## src/rtl/operand_pipe_arbiter_if.sv

```systemverilog
// Handshake bundle between two operand requesters, the shared delay pipe and its consumer.
interface operand_pipe_arbiter_if #(
  parameter int unsigned WIDTH = 64
);
  logic             flush;
  logic             a_valid;
  logic             a_ready;
  logic [WIDTH-1:0] a_op1;
  logic [WIDTH-1:0] a_op2;
  logic             b_valid;
  logic             b_ready;
  logic [WIDTH-1:0] b_op1;
  logic [WIDTH-1:0] b_op2;
  logic             out_valid;
  logic             out_ready;
  logic [WIDTH-1:0] out_op1;
  logic [WIDTH-1:0] out_op2;
  logic             out_src;
  logic             busy;

  modport master (
    output flush, a_valid, a_op1, a_op2, b_valid, b_op1, b_op2, out_ready,
    input  a_ready, b_ready, out_valid, out_op1, out_op2, out_src, busy
  );

  modport slave (
    input  flush, a_valid, a_op1, a_op2, b_valid, b_op1, b_op2, out_ready,
    output a_ready, b_ready, out_valid, out_op1, out_op2, out_src, busy
  );
endinterface

```

## src/rtl/operand_pipe_arbiter.sv

```systemverilog
// Round-robin two-requester front end feeding a 2-stage registered operand delay line
// with valid/ready backpressure and synchronous flush.
module operand_pipe_arbiter #(
  parameter int unsigned WIDTH = 64
) (
  input  logic                  clk,
  input  logic                  rst_n,
  operand_pipe_arbiter_if.slave bus
);

  logic             s1_valid;
  logic             s1_src;
  logic [WIDTH-1:0] s1_op1;
  logic [WIDTH-1:0] s1_op2;
  logic             s2_valid;
  logic             s2_src;
  logic [WIDTH-1:0] s2_op1;
  logic [WIDTH-1:0] s2_op2;
  logic             last_grant;

  logic s2_free;
  logic s1_move;
  logic s1_free;
  logic slot;
  logic a_grant;
  logic b_grant;

  // Advance and grant decisions; rst_n gating keeps both readies low while in reset.
  always_comb begin
    s2_free = 1'b0;
    s1_move = 1'b0;
    s1_free = 1'b0;
    slot    = 1'b0;
    a_grant = 1'b0;
    b_grant = 1'b0;

    s2_free = !s2_valid || bus.out_ready;
    s1_move = s1_valid && s2_free;
    s1_free = !s1_valid || s1_move;
    slot    = s1_free && !bus.flush && rst_n;
    a_grant = slot && bus.a_valid && (!bus.b_valid || last_grant);
    b_grant = slot && bus.b_valid && (!bus.a_valid || !last_grant);
  end

  // Pipeline stages and round-robin pointer; flush only kills the valid bits.
  always_ff @(posedge clk or negedge rst_n) begin
    if (!rst_n) begin
      s1_valid   <= 1'b0;
      s1_src     <= 1'b0;
      s1_op1     <= '0;
      s1_op2     <= '0;
      s2_valid   <= 1'b0;
      s2_src     <= 1'b0;
      s2_op1     <= '0;
      s2_op2     <= '0;
      last_grant <= 1'b1;
    end else if (bus.flush) begin
      s1_valid <= 1'b0;
      s2_valid <= 1'b0;
    end else begin
      if (s1_move) begin
        s2_valid <= 1'b1;
        s2_src   <= s1_src;
        s2_op1   <= s1_op1;
        s2_op2   <= s1_op2;
      end else if (bus.out_ready && s2_valid) begin
        s2_valid <= 1'b0;
      end

      if (a_grant || b_grant) begin
        s1_valid   <= 1'b1;
        s1_src     <= b_grant;
        s1_op1     <= b_grant ? bus.b_op1 : bus.a_op1;
        s1_op2     <= b_grant ? bus.b_op2 : bus.a_op2;
        last_grant <= b_grant;
      end else if (s1_move) begin
        s1_valid <= 1'b0;
      end
    end
  end

  assign bus.a_ready   = a_grant;
  assign bus.b_ready   = b_grant;
  assign bus.out_valid = s2_valid;
  assign bus.out_op1   = s2_op1;
  assign bus.out_op2   = s2_op2;
  assign bus.out_src   = s2_src;
  assign bus.busy      = s1_valid || s2_valid;

endmodule
```

## src/flat_wrapper.sv

```systemverilog
// flat-port wrapper written by rule: the top's interface ports become plain ports
module operand_pipe_arbiter_flat 
#(
  parameter int unsigned WIDTH = 64
)
  (clk, rst_n, bus_flush, bus_a_valid, bus_a_op1, bus_a_op2, bus_b_valid, bus_b_op1, bus_b_op2, bus_out_ready, bus_a_ready, bus_b_ready, bus_out_valid, bus_out_op1, bus_out_op2, bus_out_src, bus_busy);
  operand_pipe_arbiter_if #(.WIDTH(WIDTH)) bus_i ();
  input  logic clk;
  input  logic rst_n;
  input wire logic [$bits(bus_i.flush)-1:0] bus_flush;
  input wire logic [$bits(bus_i.a_valid)-1:0] bus_a_valid;
  input wire logic [$bits(bus_i.a_op1)-1:0] bus_a_op1;
  input wire logic [$bits(bus_i.a_op2)-1:0] bus_a_op2;
  input wire logic [$bits(bus_i.b_valid)-1:0] bus_b_valid;
  input wire logic [$bits(bus_i.b_op1)-1:0] bus_b_op1;
  input wire logic [$bits(bus_i.b_op2)-1:0] bus_b_op2;
  input wire logic [$bits(bus_i.out_ready)-1:0] bus_out_ready;
  output wire logic [$bits(bus_i.a_ready)-1:0] bus_a_ready;
  output wire logic [$bits(bus_i.b_ready)-1:0] bus_b_ready;
  output wire logic [$bits(bus_i.out_valid)-1:0] bus_out_valid;
  output wire logic [$bits(bus_i.out_op1)-1:0] bus_out_op1;
  output wire logic [$bits(bus_i.out_op2)-1:0] bus_out_op2;
  output wire logic [$bits(bus_i.out_src)-1:0] bus_out_src;
  output wire logic [$bits(bus_i.busy)-1:0] bus_busy;
  assign bus_i.flush = bus_flush;
  assign bus_i.a_valid = bus_a_valid;
  assign bus_i.a_op1 = bus_a_op1;
  assign bus_i.a_op2 = bus_a_op2;
  assign bus_i.b_valid = bus_b_valid;
  assign bus_i.b_op1 = bus_b_op1;
  assign bus_i.b_op2 = bus_b_op2;
  assign bus_i.out_ready = bus_out_ready;
  assign bus_a_ready = bus_i.a_ready;
  assign bus_b_ready = bus_i.b_ready;
  assign bus_out_valid = bus_i.out_valid;
  assign bus_out_op1 = bus_i.out_op1;
  assign bus_out_op2 = bus_i.out_op2;
  assign bus_out_src = bus_i.out_src;
  assign bus_busy = bus_i.busy;
  operand_pipe_arbiter #(.WIDTH(WIDTH)) u_core (.clk(clk), .rst_n(rst_n), .bus(bus_i));
endmodule
```

## config.mk

```make
export PLATFORM = sky130hd
export DESIGN_NAME = operand_pipe_arbiter_flat
export DESIGN_NICKNAME = d
export VERILOG_FILES = /design/src/rtl/operand_pipe_arbiter_if.sv /design/src/rtl/operand_pipe_arbiter.sv /design/src/flat_wrapper.sv
export SDC_FILE = /design/constraint.sdc
export NUM_CORES = 1
export LEC_CHECK = 0
export BUFFER_PORTS_ARGS = -buffer_cell sky130_fd_sc_hd__buf_4
export CAP_MARGIN = 20
export CORE_AREA = 2 2 153 155
export CTS_CLUSTER_DIAMETER = 30
export CTS_CLUSTER_SIZE = 25
export DETAILED_ROUTE_END_ITERATION = 10
export DIE_AREA = 0 0 155 157
export PLACE_DENSITY = 0.8
export REMOVE_ABC_BUFFERS = 1
export SLEW_MARGIN = 20
export SYNTH_ARGS = -nofsm -noshare
export SYNTH_HDL_FRONTEND = slang
export SYNTH_SLANG_ARGS = --single-unit
```

## constraint.sdc

```tcl
create_clock -name clk -period 2.8 [get_ports clk]
set_input_delay 0.56 -clock clk [delete_from_list [all_inputs] [get_ports clk]]
set_output_delay 0.56 -clock clk [all_outputs]
set_load 0.03 [all_outputs]
```

==> run_results.csv <==
group,metric,value,unit
timing,min_period_over_period,77.8,%
synth,synth.most_common_cell,"mux2_2",
placement,post-place-ws,617,ps
setup_path,worstSetupStartpointType,"flip-flop",
status,status,"finished, final reports clean",
setup_path,worstPathBufferInverterCount,1,
setup_path,r2r_cells,4,
layout,finalNetCount,1380,
synth,ys_top_cells_by_area,"dfrtp_1, mux2_2, buf_4",
floorplanning,core_area,22500,sq um
clock_tree,clk_pin_slew,50,ps
timing,fmaxAchievable,459,MHz
setup_path,ff2ff_setup_slack,930,ps
pwr,irDropWorstVdd,551,uV
floorplanning,dieArea,24300,sq um
clock_tree,clk_path_buf_depth,3,
clock_tree,cts_resized,0,
layout,num-fill-cells,1537,
floorplanning,die_h,157,microns
placement,place_inst,1355,
timing,slew_headroom,51.5,%
clock_tree,ctsRootBufferMaster,"clkbuf_16",
synth,synth_seq_cells,261,
layout,antenna_cells,0,
synth,ys_warn_count,0,
floorplanning,io_pins,395,
synth,synth.distinct_cells,20,
synth,yosys_most_used_dff,"dfrtp_1",
synth,synth_cells,709,
timing,setup_slack,623,ps
global_routing,grt_antenna_before_repair,0,
synth,ys_async_sr_fraction,100,%
global_routing,grt_pass1_vias,7750,
pwr,power_density,981,nW/um^2
synth,netlist_area,11400,sq um
clock_tree,cts_buffers,46,
synth,syn_avg_cell_area,16.0,sq um
setup_path,crit_type,"flip-flop to output pin",
synth,synth-simple-area-share,0.694,%
layout,multi_input_comb_area,4480,sq um
pwr,p_leak,0.00730,uW
floorplanning,initial_utilization,50.5,%
layout,seq_area,6530,sq um
synth,synth_edf_count,0,
layout,drive_above_1_share,75.4,%
global_routing,grt_max_degree,134,
global_routing,grt_pass1_wl,40400,microns
drt,drc,0,
clock_tree,clock_latency,510,ps
synth,synth_compound_area_share,0.397,%
setup_path,cp_slowest_stage_delay,410,ps
timing,timing.hold.ws,95.1,ps
synth,muxShareOfSynthArea,38.2,%
clock_tree,cts_tree,"built",
timing,final-max-slew-violation-count,0,
timing,hold_viol_final,0,
synth,yosysTopAreaCell,"dfrtp_1",
synth,yosysTopAreaCellShare,57.3,%
synth,synth_xor_area_share,0,%
clock_tree,cts_setup_buffers,0,
placement,globalplace.congestion,0.801,
floorplanning,dieWidth,155,microns
setup_path,crit_family,"simple AND/OR/NAND/NOR gates",
timing,min_period,2180,ps
layout,fin_cells,1438,
drt,vias,7358,
global_routing,grt.overflow.total,0,
drt,wirelength,26600,microns
setup_path,worstSetupEndpointType,"output pin",
clock_tree,h-tree-depth,2,
timing,skew,12.9,ps
placement,io_buffers,394,
setup_path,crit_fanout,5,
setup_path,required,2240,ps
global_routing,track_usage,21.2,%
hold_path,worstHoldPathType,"input port to asynchronous set/reset pin",
synth,synth_top_cells_by_count,"mux2_2, dfrtp_1, buf_4, buf_6, buf_2",
synth,synth_fa_ha_area_share,0,%
floorplanning,rows,55,
drt,drtIter0Drc,239,
layout,syn2layout_area_growth,40.8,%
drt,dr.pass1.iters,4,
synth,ys_seq_area_share,57.5,%
drt,vias_per_cell,5.12,
run,drv_cap,0,
placement,hpwl,18400,microns
drt,wl_per_cell,18.5,microns
timing,setup_viol,0,
synth,synth_top_family_by_area,"multiplexers",
timing,worst_pin_slew,727,ps
clock_tree,holdBufCountCts,0,
clock_tree,clock_sinks,261,
setup_path,cp_num_cells,4,
timing,rsz0062_at_grt,"false",
drt,ant_nets,0,
setup_path,cp_slowest_cell,"dfrtp_1",
setup_path,crit_chain,"nand3b_1 > nand2_1 > nor2_1 > buf_4",
setup_path,worstPathArrival,1620,ps
metrics by stage:
stage	power, uW	setup TNS (ps)	util [%]	area (sq um)
3_5_place_dp	10600	0	64.5	14500
3_3_place_gp	10400	0	64.5	14500
4_1_cts	15800	0	71.0	16000
5_1_grt	16400	0	71.0	16000
2_1_floorplan	8500	-754130	-	11000
6_report	15700	0	71.0	16000
final cells by class:
| type | instances | share of cell area, % |
|---|---|---|
| Tap cell | 285 | 2.23 |
| Inverter | 2 | 0.0470 |
| Clock inverter | 24 | 1.33 |
| Sequential cell | 261 | 40.9 |
| Clock buffer | 59 | 7.89 |
| Multi-Input combinational cell | 404 | 28.0 |
| Timing Repair Buffer | 403 | 19.6 |
flip-flops by register name, indices dropped and copies added, names as in the netlist:
name	count
u_core.bus.out_valid	1
u_core.s1_src	1
u_core.s1_op1	64
u_core.bus.out_op1	64
u_core.s1_valid	1
u_core.bus.out_src	1
u_core.s1_op2	64
u_core.bus.out_op2	64
u_core.last_grant	1
power by group:
group          switching [uW]  internal (uW)  total (uW)  leakage [uW]
Clock                    1810           3370        5180      0.000692
Sequential                616           4970        5580       0.00310
Combinational            2620           2290        4910       0.00351
layer usage:
metal  track usage (%)  vias up  share of wire (%)
met5                 0        -                  0
met4              8.60        0                3.5
met3              5.95       59                7.2
met2              36.9      283                 51
met1              24.7     3641                 38
li1                  -     3375                  -
final timing paths:
check,from,end
setup reg to reg,u_core.last_grant,u_core.s1_op2[48]
setup / recovery,u_core.s1_valid,bus_b_ready
hold / removal,rst_n,u_core.bus.out_op1[12]
hold reg to reg,u_core.s1_op1[63],u_core.s1_op1[63]
max in group asynchronous,rst_n,u_core.bus.out_op2[59]
min in group clk,bus_flush,u_core.bus.out_valid
placed cells by master, fill, tap and decap left out:
| master | Yosys | routed |
|---|---|---|
| buf_4 | 23 | 394 |
| mux2_2 | 385 | 385 |
| dfrtp_1 | 260 | 260 |
| clkbuf_16 | 0 | 47 |
| clkinvlp_4 | 0 | 11 |
| clkbuf_1 | 0 | 8 |
| buf_12 | 0 | 8 |
| clkinv_2 | 0 | 7 |
| clkbuf_8 | 0 | 4 |
| nor2b_1 | 3 | 3 |
| nand2_1 | 3 | 3 |
| nor2_1 | 3 | 3 |
| inv_1 | 2 | 2 |
| inv_6 | 0 | 2 |
| bufinv_16 | 0 | 2 |
| clkinv_4 | 0 | 2 |
| nand3b_1 | 1 | 1 |
| nand3_1 | 1 | 1 |
| nand2b_1 | 1 | 1 |
| or2_2 | 1 | 1 |
| nor3b_4 | 0 | 1 |
| a21boi_4 | 0 | 1 |
| o211a_4 | 0 | 1 |
| o22ai_1 | 1 | 1 |
| a31o_2 | 1 | 1 |
| o2bb2ai_1 | 1 | 1 |
| buf_8 | 0 | 1 |
| dfstp_2 | 1 | 1 |
kinds of logic after synthesis:
group           Yosys count
mux                     385
flops                   261
buf+inv                  44
simple gates             14
compound gates            5
Note: power is estimated with default switching activity, not from simulation.
